$ cat src/rtl/branch_pred_sequencer.sv
// Gshare predict/update sequencer: one table read-modify-write per decoded SPI record,
// owning the counter-table port, the global history register and prediction statistics.
module branch_pred_sequencer #(
    parameter int ADDR_BITS = 16,
    parameter int IDX_BITS  = 6,
    parameter int GHR_BITS  = 6,
    parameter int CNT_BITS  = 2,
    parameter int STAT_BITS = 16
) (
    input  logic                 clk,
    input  logic                 rst,
    input  logic                 data_input_done,
    input  logic [ADDR_BITS-1:0] inst_addr,
    input  logic                 direction_ground_truth,
    output logic                 tbl_rd_en,
    output logic [IDX_BITS-1:0]  tbl_addr,
    input  logic [CNT_BITS-1:0]  tbl_rd_data,
    input  logic                 tbl_rd_valid,
    output logic                 tbl_wr_en,
    output logic [CNT_BITS-1:0]  tbl_wr_data,
    output logic                 prediction,
    output logic                 prediction_valid,
    output logic                 mispredict,
    output logic                 busy,
    output logic                 overrun,
    output logic [GHR_BITS-1:0]  ghr,
    output logic [STAT_BITS-1:0] num_branches,
    output logic [STAT_BITS-1:0] num_mispredicts
);

    typedef enum logic [1:0] {
        IDLE      = 2'd0,
        READ_REQ  = 2'd1,
        READ_WAIT = 2'd2,
        UPDATE    = 2'd3
    } state_t;

    state_t state_r;
    state_t state_next_s;
    logic   truth_r;
    logic   rd_en_next_s;
    logic   wr_en_next_s;
    logic   busy_next_s;
    logic   accept_s;

    function automatic logic [CNT_BITS-1:0] ctr_step(input logic [CNT_BITS-1:0] ctr,
                                                      input logic taken);
        logic [CNT_BITS-1:0] res;
        if (taken) begin
            res = (&ctr) ? ctr : ctr + CNT_BITS'(1);
        end else begin
            res = (ctr == {CNT_BITS{1'b0}}) ? ctr : ctr - CNT_BITS'(1);
        end
        return res;
    endfunction

    function automatic logic [STAT_BITS-1:0] stat_inc(input logic [STAT_BITS-1:0] val);
        return (&val) ? val : val + STAT_BITS'(1);
    endfunction

    // Only the index bits of the address feed the hash.
    if (ADDR_BITS > IDX_BITS) begin : g_addr_hi
        logic unused_addr_hi_s;
        assign unused_addr_hi_s = ^inst_addr[ADDR_BITS-1:IDX_BITS];
    end

    assign accept_s = (state_r == IDLE) && data_input_done;

    // State register.
    always_ff @(posedge clk) begin
        if (rst) begin
            state_r <= IDLE;
        end else begin
            state_r <= state_next_s;
        end
    end

    // Next-state logic; the READ_WAIT hold has no timeout by design.
    always_comb begin
        state_next_s = state_r;
        case (state_r)
            IDLE: begin
                if (data_input_done) begin
                    state_next_s = READ_REQ;
                end else begin
                    state_next_s = IDLE;
                end
            end
            READ_REQ: state_next_s = READ_WAIT;
            READ_WAIT: begin
                if (tbl_rd_valid) begin
                    state_next_s = UPDATE;
                end else begin
                    state_next_s = READ_WAIT;
                end
            end
            UPDATE:  state_next_s = IDLE;
            default: state_next_s = IDLE;
        endcase
    end

    // Strobe decode from the upcoming state so the registered strobes align with it.
    always_comb begin
        rd_en_next_s = 1'b0;
        wr_en_next_s = 1'b0;
        busy_next_s  = 1'b1;
        case (state_next_s)
            IDLE:      busy_next_s  = 1'b0;
            READ_REQ:  rd_en_next_s = 1'b1;
            READ_WAIT: busy_next_s  = 1'b1;
            UPDATE:    wr_en_next_s = 1'b1;
            default:   busy_next_s  = 1'b0;
        endcase
    end

    // Registered outputs, transaction datapath, history and statistics.
    always_ff @(posedge clk) begin
        if (rst) begin
            tbl_rd_en        <= 1'b0;
            tbl_wr_en        <= 1'b0;
            prediction_valid <= 1'b0;
            busy             <= 1'b0;
            tbl_addr         <= {IDX_BITS{1'b0}};
            tbl_wr_data      <= {CNT_BITS{1'b0}};
            truth_r          <= 1'b0;
            prediction       <= 1'b0;
            mispredict       <= 1'b0;
            overrun          <= 1'b0;
            ghr              <= {GHR_BITS{1'b0}};
            num_branches     <= {STAT_BITS{1'b0}};
            num_mispredicts  <= {STAT_BITS{1'b0}};
        end else begin
            tbl_rd_en        <= rd_en_next_s;
            tbl_wr_en        <= wr_en_next_s;
            prediction_valid <= wr_en_next_s;
            busy             <= busy_next_s;
            if (accept_s) begin
                tbl_addr <= inst_addr[IDX_BITS-1:0] ^ IDX_BITS'(ghr);
                truth_r  <= direction_ground_truth;
            end else if (data_input_done) begin
                overrun <= 1'b1;
            end
            if ((state_r == READ_WAIT) && tbl_rd_valid) begin
                prediction  <= tbl_rd_data[CNT_BITS-1];
                mispredict  <= tbl_rd_data[CNT_BITS-1] ^ truth_r;
                tbl_wr_data <= ctr_step(tbl_rd_data, truth_r);
            end
            if (state_r == UPDATE) begin
                // Truncating cast keeps the youngest GHR_BITS outcomes, including GHR_BITS=1.
                ghr          <= GHR_BITS'({ghr, truth_r});
                num_branches <= stat_inc(num_branches);
                if (mispredict) begin
                    num_mispredicts <= stat_inc(num_mispredicts);
                end
            end
        end
    end

endmodule

$ cat config.mk
export PLATFORM = sky130hd
export DESIGN_NAME = branch_pred_sequencer
export DESIGN_NICKNAME = d
export VERILOG_FILES = /design/src/rtl/branch_pred_sequencer.sv
export SDC_FILE = /design/constraint.sdc
export NUM_CORES = 1
export LEC_CHECK = 0
export BUFFER_PORTS_ARGS = -buffer_cell sky130_fd_sc_hd__buf_2
export CAP_MARGIN = 20
export CORE_ASPECT_RATIO = 1.5
export CORE_MARGIN = 4
export CORE_UTILIZATION = 50
export DETAILED_ROUTE_END_ITERATION = 10
export PLACE_DENSITY = 0.78
export SETUP_SLACK_MARGIN = 0.02
export SYNTH_ARGS = -nofsm -noshare
export SYNTH_HDL_FRONTEND = slang
export SYNTH_SLANG_ARGS = --single-unit
export TNS_END_PERCENT = 20
$ cat constraint.sdc
create_clock -name clk -period 3.8 [get_ports clk]
set_input_delay 0.38 -clock clk [delete_from_list [all_inputs] [get_ports clk]]
set_output_delay 0.38 -clock clk [all_outputs]
set_load 0.005 [all_outputs]
==> results of run 1 <==
worst paths after layout:
kind,cells after the start,endpoint,slack (ns),startpoint
setup / recovery,4,num_branches[11],1.33,state_r[1]
hold / removal,3,overrun,0.31,data_input_done
setup reg to reg,4,num_branches[11],1.33,state_r[1]
hold reg to reg,2,prediction,0.46,prediction
registers in the layout (all words and copies together) (netlist names), 2 cells and up:
register	count
state_r	2
tbl_addr	6
num_mispredicts	16
ghr	6
num_branches	16
tbl_wr_data	2
synthesized netlist by cell type (4+ instances only):
master    count
nor4_1        4
o21ai_0       8
nand4_1       5
nand2_1      21
inv_1        11
or3_1         7
xnor2_1       7
ha_1          5
nor2_1       31
mux2i_1       9
o41ai_1       5
o31ai_1       7
a21oi_1      19
clkbuf_1      6
nor2b_1       8
a211oi_1     13
o311ai_0      4
nand3_1       8
dfxtp_1      55
mux2_2        5
nand4_2       4
or4_1         8
power by group through the flow:
stage	combinational [mW]	clock [mW]	sequential, mW
after detailed placement	0.0828	0	0.617
after global placement	0.0804	0	0.616
after floorplan	0.0500	0	0.617
after global routing	0.0919	0.424	0.606
final	0.0811	0.398	0.603
after CTS	0.0829	0.407	0.603
cell families after synthesis:
| kind of cell | count (synthesis) |
|---|---|
| buffers and inverters | 25 |
| flip-flops | 55 |
| XOR/XNOR | 8 |
| AND/OR/NAND/NOR | 116 |
| multiplexers | 16 |
| adder cells (fa/ha/maj) | 5 |
| AO/OA/AOI/OAI | 62 |
worst min-delay path: stages:
cell     delay [ns]
buf_2          0.08
a21oi_1        0.05
nor2_1         0.07
placed cells by master, fill, tap and decap left out, types with 2 or more instances in the layout:
cell,synthesis,routed
o21ai_0,8,8
nor2b_1,8,8
o311ai_0,4,4
and4_1,2,2
and3_2,2,2
ha_1,5,5
inv_1,11,11
mux2_2,5,5
nand4_1,5,5
nand2_1,21,21
o41ai_1,5,5
nor2_1,31,31
buf_2,3,65
or4_1,8,8
dfxtp_1,55,55
a21oi_1,19,19
a211oi_1,13,13
clkbuf_8,0,6
buf_4,2,2
nor3_1,2,2
nand4_2,4,4
mux2_1,2,2
o31ai_1,7,7
or2_1,2,2
and3_1,3,3
and2_1,3,3
nand3_1,8,8
or3_1,7,7
xnor2_1,7,7
mux2i_1,9,9
nor4_1,4,4
layer usage:
metal / up-vias / track usage [%] / part of all wire (%)
li1: 1168 / - / -
met1: 1080 / 20.5 / 41
met2: 60 / 34.0 / 52
met5: - / 0 / 0
met4: 0 / 8.14 / 1.5
met3: 8 / 3.39 / 5.8
layout make-up:
class                           count  area (sq um)  share of cell area, %
Sequential cell                    55          1100                   36.1
Timing Repair Buffer               67           340                   11.1
Clock buffer                        6          82.6                   2.70
Multi-Input combinational cell    207          1370                   44.9
Clock inverter                      2          35.0                   1.15
Inverter                           11          41.3                   1.35
Tap cell                           66          82.6                   2.70
per-stage QoR:
step | std cells | hold slack (ns) | area, sq um | utilization [%]
floorplan | 287 | 0.453 | 2580 | -
CTS | 414 | 0.301 | 3050 | 62.0
finish | 414 | 0.306 | 3050 | 62.0
global placement | 406 | 0.445 | 2940 | 59.6
detailed placement | 406 | 0.449 | 2940 | 59.6
global route | 414 | 0.337 | 3050 | 62.0
==> impl_metrics.toml, run 1 <==
[power_and_ir_drop]
p_switching_mw = 0.241
p_int_mw = 0.842
post-layout-total-power_mw = 1.08
p_leak_nw = 1.29
peakVddDrop_mv = 0.271
power_frac_seq_pct = 55.7
powerDensity_mw_per_mm2 = 355
swShare_pct = 22.3
clkPwrFrac_pct = 36.8
power.share.combinational_pct = 7.5

[drt]
num_vias = 2316
drt-total-wl_mm = 5.64
routedWlPerCell_um = 13.6
routed_via_density = 5.59
drtIter0Drc = 116
remaining_drc_errors = 0
dr.pass1.iters = 4
ant_nets = 0

[timing]
worst_slack_ns = 1.33
setup_viol = 0
period_share_pct = 64.9
max_freq_mhz = 405
slew_violations = 0
period_needed_ns = 2.47
hold_viol_final = 0
tns_ns = 0
rsz0062_at_grt = "false"
clock_skew_ns = 0.00232
slew_headroom_pct = 49.7
worst_pin_slew_ns = 0.754

[synthesis]
syn-cell-area_sq_mm = 0.00258
synth_seq_cells = 55
yosys-top-cells-area = "dfxtp_1, nor2_1, a211oi_1"
synth_cells = 287
synth_top_area_share_pct = 42.7
synthDistinctLibCells = 45
ys.flop_type = "dfxtp_1"
syn-num-nets = 315
synth_xor_area_share_pct = 2.72
yosys.area.top_type = "dfxtp_1"
yosysWarnings = 0
yosys.area_share.simple_pct = 25.2
synthMuxAreaShare_pct = 6.55
synth_compound_area_share_pct = 16.3
synth_edf_count = 0
ys_seq_area_share_pct = 42.7
synth_top_family_by_area = "simple AND/OR/NAND/NOR gates"
synth_adder_area_share_pct = 2.43
async_reset_ff_share_pct = 0
synth.avg_cell_area_sq_um = 8.98

[cts]
cts_buffer_depth = 2
ctsHtreeMaxLevel = 2
cts_setup_buffers = 0
cts_tree = "done"
cts_resized = 0
cts_buffers = 5
clk_pin_slew_ns = 0.09
cts_root_buffer = "clkbuf_8"
hold_buffers = 0
insertion_delay_ns = 0.30
cts_sinks = 55

[setup_path]
worst_setup_path_end_kind = "flop"
path_buf_inv = 0
cp.required_ns = 4.00
critical_path.startpoint_type = "flop"
crit_fanout = 16
critical_path_class = "flop to flop"
cpMaxStageDelayCell = "ha_1"
arrival_ns = 2.67
slowest_delay_ns = 0.66
path_cells = "ha_1 -> nand4_1 -> nor4_1 -> mux2_2"
cp_top_family = "simple AND/OR/NAND/NOR gates"

[global_route]
grt_pass1_vias = 2181
grt_overflow = 0
antenna_found_initial = 0
grt.total_usage_pct = 18.6
grt_max_degree = 56
grt_pass1_wl_mm = 9.42

[floorplan]
core.rowCount = 31
core_sq_mm = 0.00493
die-width_um = 66.6
initial_core_util_pct = 52.3
dieArea_sq_mm = 0.00639
die_y_um = 95.9
io_pins = 76

[finish]
area_growth_pct = 18.5
drive_gt1_share_pct = 25.9
fillers = 464
diodes = 0
finalNetCount = 375

[placement]
gp_congestion = 0.810
dpl.hpwl_mm = 4.09
portBuffers = 65
pre_cts_ws_ns = 1.35

[job]
drv_cap = 0

[run_status]
status = "finished, final reports clean"

[worst_hold_path]
hold_class = "input port to flop"
(Power assumes the default switching activity.)
==> run 2, diff against run 1 <==
--- a/config.mk
+++ b/config.mk
@@ -5,13 +5,14 @@
 export SDC_FILE = /design/constraint.sdc
 export NUM_CORES = 1
 export LEC_CHECK = 0
+export ABC_AREA = 1
 export BUFFER_PORTS_ARGS = -buffer_cell sky130_fd_sc_hd__buf_2
 export CAP_MARGIN = 20
 export CORE_ASPECT_RATIO = 1.5
 export CORE_MARGIN = 4
 export CORE_UTILIZATION = 50
 export DETAILED_ROUTE_END_ITERATION = 10
-export PLACE_DENSITY = 0.78
+export PLACE_DENSITY = 0.77
 export SETUP_SLACK_MARGIN = 0.02
 export SYNTH_ARGS = -nofsm -noshare
 export SYNTH_HDL_FRONTEND = slang
==> constraint.sdc (replaced) <==
create_clock -name clk -period 2.3 [get_ports clk]
set_input_delay 0.23 -clock clk [delete_from_list [all_inputs] [get_ports clk]]
set_output_delay 0.23 -clock clk [all_outputs]
set_load 0.005 [all_outputs]
==> impl_metrics.toml, run 2 <==
[global_route]
grt_pass1_wl_mm = 11.0
grt_pass1_vias = 2608
antenna_found_initial = 0
grt.total_usage_pct = 19.0
grt_overflow = 0
grt_max_degree = 29

[placement]
post_dp_cell_area_sq_mm = 0.00315
portBuffers = 65
dp.cells = 549
gp_congestion = 0.854
dpl.hpwl_mm = 4.90

[timing]
worst_pin_slew_ns = 0.687
max_freq_mhz = 540
slew_headroom_pct = 53.9
period_needed_ns = 1.85
slew_violations = 0
period_share_pct = 80.6
clock_skew_ns = 0.00892
setup_viol = 0
hold_viol_final = 0
rsz0062_at_grt = "false"
tns_ns = 0

[synthesis]
synth_xor_area_share_pct = 2.19
async_reset_ff_share_pct = 0
syn-cell-area_sq_mm = 0.00280
synth_edf_count = 0
syn-num-nets = 451
yosys-top-cells-area = "dfxtp_1, nand2_1, nor2_1"
yosys.area_share.simple_pct = 38.8
yosysMostFrequentCell = "nand2_1"
synth_top_family_by_area = "simple AND/OR/NAND/NOR gates"
synth_adder_area_share_pct = 2.23
synth_seq_cells = 55
synth_cells = 423
ys_top_cells_by_count = "nand2_1, nor2_1, dfxtp_1, inv_1, a21oi_1"
ys.flop_type = "dfxtp_1"
synth_compound_area_share_pct = 8.71
ys_seq_area_share_pct = 39.3
yosys.area.top_type = "dfxtp_1"
yosysWarnings = 0
synth_top_area_share_pct = 39.3
synthMuxAreaShare_pct = 0
synth.avg_cell_area_sq_um = 6.62
synthDistinctLibCells = 30

[drt]
ant_nets = 0
drtIter0Drc = 159
dr.pass1.iters = 4
remaining_drc_errors = 0
routed_via_density = 5.02
routedWlPerCell_um = 11.5
num_vias = 2797
drt-total-wl_mm = 6.41

[cts]
cts_tree = "done"
cts_resized = 0
cts_buffer_depth = 2
cts_buffers = 5
cts_sinks = 55
clk_pin_slew_ns = 0.10
ctsHtreeMaxLevel = 2
cts_root_buffer = "clkbuf_8"
cts_setup_buffers = 0
insertion_delay_ns = 0.31
hold_buffers = 0

[setup_path]
startpoint = "state_r[0]"
cp-endpoint = "num_mispredicts[10]"
rr_startpoint = "state_r[0]"
critical_path_class = "flop to flop"
reg2reg_depth = 7
r2r_slack_ns = 0.45
cp.required_ns = 2.51
critical_path.startpoint_type = "flop"
timing.rr.end = "num_mispredicts[10]"
arrival_ns = 2.06
crit_fanout = 10
worst_setup_path_end_kind = "flop"

[finish]
multi_input_area_sq_mm = 0.00145
final_cell_count_no_fill = 557
drive_gt1_share_pct = 19.3
final_cell_mix = "nand2_1, nor2_1, buf_2"
reg.largest.list = "num_branches: 16 flops, num_mispredicts: 16 flops"
final_area_sq_mm = 0.00327
fillers = 547
finalNetCount = 514
seqCellArea_sq_mm = 0.00110
area_growth_pct = 16.7
final_common_cell = "nand2_1"
diodes = 0

[power_and_ir_drop]
power.share.combinational_pct = 7.9
clkPwrFrac_pct = 36.4
p_int_mw = 1.37
powerDensity_mw_per_mm2 = 551
swShare_pct = 23.7
p_leak_nw = 1.60
p_switching_mw = 0.427
peakVddDrop_mv = 0.500
power_frac_seq_pct = 55.8

[floorplan]
dieArea_sq_mm = 0.00689
initial_core_util_pct = 51.4
core_sq_mm = 0.00545
io_pins = 76
die_y_um = 99.7
core.rowCount = 33
die-width_um = 69.1

[run_status]
status = "finished, final reports clean"

[job]
drv_cap = 0

[worst_hold_path]
hold_class = "input port to flop"
holdPathStages = 3
-- run 2: cell count changes in the layout (fill, tap and decap cells not counted), sizes merged, moves of 8 or more --
cell / delta
nor2: +76
o21ai: +12
nand3: +17
a211oi: -13
or4: -8
nor2b: -8
mux2i: -9
inv: +31
nand2: +85
-- run 2: logic make-up (layout without fill, tap and decap cells) --
group / count (synthesis) / count (layout)
DFF: 55 / 55
buffers and inverters: 55 / 119
xor gates and xnor gates: 7 / 7
adders and majority gates: 5 / 5
AOI/OAI and AO/OA: 48 / 48
and+or+nand+nor: 253 / 253
-- run 2: metal layers --
layer | global-route usage (%) | up-vias | wire length [um]
met2 | 36.0 | 61 | 3360
met5 | 0 | - | 0
li1 | - | 1448 | -
met4 | 9.32 | 0 | 195
met1 | 19.9 | 1267 | 2600
met3 | 3.54 | 21 | 259
-- run 2: metrics by stage --
stage               hold WS [ns]  worst slack (ns)  utilization (%)  power, mW
finish                     0.167             0.447             59.9       1.80
global route               0.194             0.277             59.9       1.87
CTS                        0.163             0.444             59.9       1.82
detailed placement         0.455             0.470             57.8       1.17
global placement           0.452             0.536             57.8       1.16
floorplan                  0.374             0.924                -       1.11
-- run 2: power by group through the flow --
stage / logic, mW / registers (mW) / clock network (mW)
after global placement: 0.139 / 1.02 / 0
after global routing: 0.159 / 1.01 / 0.706
final: 0.141 / 1.00 / 0.654
after detailed placement: 0.143 / 1.03 / 0
after CTS: 0.143 / 1.00 / 0.670
after floorplan: 0.0864 / 1.03 / 0
-- run 2: critical path, cell delays in order, from the launching register on --
cell and delay (ns):
dfxtp_1 0.33, ha_1 0.31, nand2_1 0.26, clkinv_1 0.32
nand2_1 0.32, nand2_1 0.09, nand2_1 0.07, nor2_1 0.05
-- run 2: final cells by class --
type	instances	share of cell area (%)
clock buffers	5	2.11
repair buffers	68	10.6
well taps	70	2.68
clock inverters	3	1.42
multi-input cells	313	44.5
flip-flops and latches	55	33.7
inverters	43	4.94
-- run 2: worst min-delay path by stage --
stage                           startpoint      end  slack, ns
CTS                 direction_ground_truth  truth_r       0.16
finish              direction_ground_truth  truth_r       0.17
detailed placement                 overrun  overrun       0.46
global placement                   overrun  overrun       0.45
floorplan                  data_input_done  overrun       0.37
global route                           rst     busy       0.19
